===== config.mk =====
export PLATFORM = sky130hd
export DESIGN_NAME = regfile_16x32_flat
export DESIGN_NICKNAME = d
export VERILOG_FILES = /design/src/rtl/regfile_16x32_pkg.sv /design/src/rtl/regfile_16x32_if.sv /design/src/rtl/MUX16TO1_32BIT.sv /design/src/rtl/regfile_16x32.sv /design/src/flat_wrapper.sv
export SDC_FILE = /design/constraint.sdc
export NUM_CORES = 1
export LEC_CHECK = 0
export ABC_AREA = 1
export BUFFER_PORTS_ARGS = -buffer_cell sky130_fd_sc_hd__buf_2
export CAP_MARGIN = 25
export CORE_MARGIN = 2
export CORE_UTILIZATION = 40
export CTS_BUF_LIST = sky130_fd_sc_hd__clkbuf_4
export DETAILED_ROUTE_END_ITERATION = 10
export PLACE_DENSITY_LB_ADDON = 0.1
export REMOVE_ABC_BUFFERS = 1
export SYNTH_ARGS = -nofsm -noshare
export SYNTH_HDL_FRONTEND = slang
export SYNTH_SLANG_ARGS = --single-unit

===== constraint.sdc =====
create_clock -name clk -period 1.5 [get_ports clk]
set_input_delay 0.075 -clock clk [delete_from_list [all_inputs] [get_ports clk]]
set_output_delay 0.075 -clock clk [all_outputs]
set_load 0.1 [all_outputs]

===== src/rtl/regfile_16x32_pkg.sv =====
// Shared constants, types and the write-decode helper for the 16x32 register file.
package regfile_16x32_pkg;

  localparam int unsigned NUM_REGS = 16;
  localparam int unsigned ADDR_W   = 4;
  localparam int unsigned DATA_W   = 32;

  typedef logic [ADDR_W-1:0] reg_addr_t;

  localparam reg_addr_t REG_ZERO = 4'd0;
  localparam reg_addr_t REG_SP   = 4'd15;

  // One-hot write select, all zero when the write is not enabled
  function automatic logic [NUM_REGS-1:0] onehot_dec(input reg_addr_t addr, input logic en);
    return en ? (NUM_REGS'(1) << addr) : '0;
  endfunction

endpackage


===== src/rtl/regfile_16x32_if.sv =====
// Read/write bus of the register file; master drives addresses and write data.
interface regfile_16x32_if
  import regfile_16x32_pkg::*;
#(
  parameter int unsigned WIDTH = DATA_W
);

  reg_addr_t          rs_addr;
  reg_addr_t          rt_addr;
  logic [WIDTH-1:0]   rs_data;
  logic [WIDTH-1:0]   rt_data;
  logic               wr_en;
  reg_addr_t          wr_addr;
  logic [WIDTH-1:0]   wr_data;
  logic [WIDTH-1:0]   sp_data;

  modport master (
    output rs_addr, rt_addr, wr_en, wr_addr, wr_data,
    input  rs_data, rt_data, sp_data
  );

  modport slave (
    input  rs_addr, rt_addr, wr_en, wr_addr, wr_data,
    output rs_data, rt_data, sp_data
  );

endinterface


===== src/rtl/MUX16TO1_32BIT.sv =====
// 16-to-1 read multiplexer selecting one register-file entry.
module MUX16TO1_32BIT
  import regfile_16x32_pkg::*;
#(
  parameter int unsigned WIDTH = DATA_W
) (
  input  logic [WIDTH-1:0] i_data [NUM_REGS],
  input  reg_addr_t        i_sel,
  output logic [WIDTH-1:0] o_data
);

  assign o_data = i_data[i_sel];

endmodule


===== src/rtl/regfile_16x32.sv =====
// 16x32 register file: two combinational read ports with write-through,
// one synchronous write port, optional hardwired zero register, resettable SP.
module regfile_16x32
  import regfile_16x32_pkg::*;
#(
  parameter int unsigned     WIDTH    = DATA_W,
  parameter bit              ZERO_REG = 1'b1,
  parameter logic [WIDTH-1:0] SP_RESET = WIDTH'(32'h0000_0FFC),
  parameter bit              BYPASS   = 1'b1
) (
  input  logic            clk,
  input  logic            rst,
  regfile_16x32_if.slave  bus
);

  logic [WIDTH-1:0]    r_regs [NUM_REGS];
  logic [NUM_REGS-1:0] w_wr_sel;
  logic [WIDTH-1:0]    w_rs_mux;
  logic [WIDTH-1:0]    w_rt_mux;
  logic [WIDTH-1:0]    w_rs_data;
  logic [WIDTH-1:0]    w_rt_data;
  logic [WIDTH-1:0]    w_sp_data;
  logic                w_byp_ok;

  // Writes to the zero register never reach storage
  always_comb begin
    w_wr_sel = onehot_dec(bus.wr_addr, bus.wr_en);
    if (ZERO_REG) begin
      w_wr_sel[REG_ZERO] = 1'b0;
    end
  end

  // Reset takes priority over any write on the same edge
  always_ff @(posedge clk) begin
    if (rst) begin
      for (int i = 0; i < int'(NUM_REGS); i++) begin
        r_regs[i] <= (ADDR_W'(i) == REG_SP) ? SP_RESET : '0;
      end
    end else begin
      for (int i = 0; i < int'(NUM_REGS); i++) begin
        if (w_wr_sel[i]) begin
          r_regs[i] <= bus.wr_data;
        end
      end
    end
  end

  MUX16TO1_32BIT #(.WIDTH(WIDTH)) u_mux_rs (
    .i_data (r_regs),
    .i_sel  (bus.rs_addr),
    .o_data (w_rs_mux)
  );

  MUX16TO1_32BIT #(.WIDTH(WIDTH)) u_mux_rt (
    .i_data (r_regs),
    .i_sel  (bus.rt_addr),
    .o_data (w_rt_mux)
  );

  // Post-mux override: zero register first, then write-through
  always_comb begin
    w_byp_ok  = BYPASS && bus.wr_en && !rst &&
                !(ZERO_REG && (bus.wr_addr == REG_ZERO));
    w_rs_data = w_rs_mux;
    w_rt_data = w_rt_mux;
    w_sp_data = r_regs[REG_SP];
    if (ZERO_REG && (bus.rs_addr == REG_ZERO)) begin
      w_rs_data = '0;
    end else if (w_byp_ok && (bus.rs_addr == bus.wr_addr)) begin
      w_rs_data = bus.wr_data;
    end
    if (ZERO_REG && (bus.rt_addr == REG_ZERO)) begin
      w_rt_data = '0;
    end else if (w_byp_ok && (bus.rt_addr == bus.wr_addr)) begin
      w_rt_data = bus.wr_data;
    end
    if (w_byp_ok && (bus.wr_addr == REG_SP)) begin
      w_sp_data = bus.wr_data;
    end
  end

  assign bus.rs_data = w_rs_data;
  assign bus.rt_data = w_rt_data;
  assign bus.sp_data = w_sp_data;

endmodule


===== src/flat_wrapper.sv =====
// flat-port wrapper written by rule: the top's interface ports become plain ports
module regfile_16x32_flat import regfile_16x32_pkg::*;
#(
  parameter int unsigned     WIDTH    = DATA_W,
  parameter bit              ZERO_REG = 1'b1,
  parameter logic [WIDTH-1:0] SP_RESET = WIDTH'(32'h0000_0FFC),
  parameter bit              BYPASS   = 1'b1
)
  (clk, rst, bus_rs_addr, bus_rt_addr, bus_wr_en, bus_wr_addr, bus_wr_data, bus_rs_data, bus_rt_data, bus_sp_data);
  regfile_16x32_if #(.WIDTH(WIDTH)) bus_i ();
  input  logic clk;
  input  logic rst;
  input wire logic [$bits(bus_i.rs_addr)-1:0] bus_rs_addr;
  input wire logic [$bits(bus_i.rt_addr)-1:0] bus_rt_addr;
  input wire logic [$bits(bus_i.wr_en)-1:0] bus_wr_en;
  input wire logic [$bits(bus_i.wr_addr)-1:0] bus_wr_addr;
  input wire logic [$bits(bus_i.wr_data)-1:0] bus_wr_data;
  output wire logic [$bits(bus_i.rs_data)-1:0] bus_rs_data;
  output wire logic [$bits(bus_i.rt_data)-1:0] bus_rt_data;
  output wire logic [$bits(bus_i.sp_data)-1:0] bus_sp_data;
  assign bus_i.rs_addr = bus_rs_addr;
  assign bus_i.rt_addr = bus_rt_addr;
  assign bus_i.wr_en = bus_wr_en;
  assign bus_i.wr_addr = bus_wr_addr;
  assign bus_i.wr_data = bus_wr_data;
  assign bus_rs_data = bus_i.rs_data;
  assign bus_rt_data = bus_i.rt_data;
  assign bus_sp_data = bus_i.sp_data;
  regfile_16x32 #(.WIDTH(WIDTH), .ZERO_REG(ZERO_REG), .SP_RESET(SP_RESET), .BYPASS(BYPASS)) u_core (.clk(clk), .rst(rst), .bus(bus_i));
endmodule

==> reports/results.ini <==
[final_layout]
final_area_um2 = 37300
nets = 4976
nFillCells = 6910
drive_above_1_share_pct = 29.9
most-common-layout-cells = 1240 x nand2_1, 637 x nand3_1, 440 x a21oi_1, 423 x o21ai_0, 285 x inv_1
largest_register = u_core.r_regs
multi_input_area_um2 = 15800
layout_commonest_cell = nand2_1
largest_register_ffs = 480
syn2layout_area_growth_pct = 33.7
layout_top_registers = u_core.r_regs x480
seq_area_um2 = 9900

[die]
die_area_um2 = 71900
die_h_um = 268
num_io_pins = 143
initial_core_util_pct = 40.5
die_w_um = 268
core_um2 = 68800
num_rows = 96

[setup_path]
crit_type = reg -> out
crit_top_cell = nand2_2
end_kind = output pin
path_cells = inv_2 -> nand2_2 -> nand3_1 -> nand2_1 -> nand2_1 -> nand2_1 -> inv_1 -> nand2_2 -> nand2_2 -> nand2_2 -> buf_12
arrival_ps = 2200
crit_slowest_cell = dfxtp_2
max_stage_delay_ps = 350
path_max_fanout = 2
startpoint_type = register
worst-r2r-setup-slack_ps = 740
required_ps = 1420

[route]
dr.pass1.iters = 6
drtIter0Drc = 2708
drc = 0
routed_wl_mm = 112
vias = 31661
vias_per_cell = 5.31
wire_per_inst_um = 18.8
postRouteAntennaNets = 0

[clock_network]
cts_buffers = 140
clock-sinks = 480
cts-root-buf = clkbuf_4
cts_tree = done
clk_pin_slew_ps = 70
cts_buffer_depth = 3
clock_latency_ps = 980
cts.htree.levels = 4

[timing]
rsz0062_at_grt = yes
drv_slew = 0
whs_ps = 17.0
fin_worst_skew_ps = 0
tightest_slew_ps = 906
setup_ws_ps = -779
hold_violations = 0
final.min_clock_period_ps = 2280
setup_viol = 113
max_slew_margin_pct = 39.6
max_clock_freq_mhz = 439
fin_crit_sh_pct = 152

[run]
maxCapViolCount = 0

[logic_synthesis]
ys_types = 28
synth-seq-cells = 480
netlist_area_um2 = 27900
synth.yosys.seq_area_share_pct = 34.4
ys.warnings.count = 0
postSynthAreaPerCell_um2 = 6.01
netlist_instances = 4646

[global_routing]
grt_pass1_wl_mm = 171
antenna_found_initial = 5
gr-total-overflow = 0
grt_pass1_vias = 29109
grt_start_max_net_pins = 88
grt.total_usage_pct = 30.6

[placed_design]
dpl_cell_area_um2 = 33300
portBuffers = 142
routabilityCongestion = 0.859
dp_hpwl_mm = 71.0

[power_and_ir_drop]
p_int_mw = 21.7
leakage_nw = 17.4
swShare_pct = 34.5
pwr-share-clk_pct = 35.9
combinationalPowerShare_pct = 24.5
vdd_drop_max_mv = 0.631
p_seq_share_pct = 39.7
p_switching_mw = 11.5
power_density_nw_per_um2 = 890

[run_status]
status = finished, violations left
violations = setup timing

[hold_path]
hp-class = in -> reg

[cell families (layout without fill, tap and decap cells)]
kind of cell | after synthesis | after routing | synth area share (%)
buffers and inverters | 920 | 1296 | 13.3
AOI/OAI and AO/OA | 969 | 969 | 17.6
other | 0 | 4 | 0
and+or+nand+nor | 2269 | 2269 | 34.4
xor gates and xnor gates | 8 | 8 | 0.251
DFF | 480 | 480 | 34.4
[synth_stat cells (all sizes together)]
cell type / n / area, um2
nand2: 1463 / 5510
nand3: 720 / 3630
inv: 525 / 1970
o21ai: 481 / 2410
dfxtp: 480 / 9610
a21oi: 465 / 2360
clkbuf: 207 / 782
buf: 187 / 961
nor2: 70 / 338
o22ai: 22 / 138
nand4: 16 / 106
xor2: 8 / 70.1
a31oi: 1 / 12.5
clkinv: 1 / 3.75
[path summary, 6_finish.rpt]
kind,cells after the start,endpoint,start
worst max register to register,4,u_core.r_regs[299],u_core.r_regs[299]
worst min register to register,2,u_core.r_regs[394],u_core.r_regs[394]
worst min-delay path,8,u_core.r_regs[239],bus_wr_addr[3]
worst max-delay path,11,bus_rt_data[15],u_core.r_regs[335]
[worst max-delay path, delay by kind of cell, from the launching register on]
kind | cells | cell delay [ps]
buffers and inverters | 3 | 250
DFF | 1 | 350
and+or+nand+nor | 8 | 600
[metrics by stage]
stage	total power, mW	cells	setup TNS, ps	worst slack [ps]	util [%]
2_1_floorplan	17.5	4252	-1143140	-5100	-
3_3_place_gp	20.9	5631	-6010	-201	48.3
3_5_place_dp	20.9	5631	-6420	-157	48.3
4_1_cts	33.2	5940	-75170	-852	52.8
5_1_grt	34.7	5955	-73150	-864	54.2
6_report	33.2	5957	-66260	-779	54.2
[power groups by stage]
stage	clock, mW	combinational (mW)	sequential [mW]
floorplan	0	4.12	13.4
global placement	0	7.50	13.4
detailed placement	0	7.52	13.4
CTS	12.2	7.87	13.2
global route	12.8	8.66	13.2
finish	11.9	8.12	13.2
[metal layers]
layer  part of all wire, %  up-vias  GRT usage [%]
met5                0.0071        -              0
met4                   2.9        2           10.9
met3                   7.2      206           5.60
met1                    45    14710           41.9
li1                      -    15572              -
met2                    45     1171           48.2
[final cells by class]
type                       count  area share, %
sequential                   480           26.5
clock inverter                52          0.650
clock buffer                 183           3.68
timing repair buffer         535           18.1
multi-input combinational   3246           42.5
antenna                        4         0.0268
inverter                     526           5.42
tap                          931           3.12
[what timing repair did]
item,4_1_cts,5_1_grt
cloned,0,1
endpoints found under the hold margin,480,177
endpoints found under the setup margin,96,193
setup buffers,8,9
gates resized for setup,492,361
pin swaps,237,300
hold buffers,68,7
No activity file was read; power rests on OpenSTA's default activity.
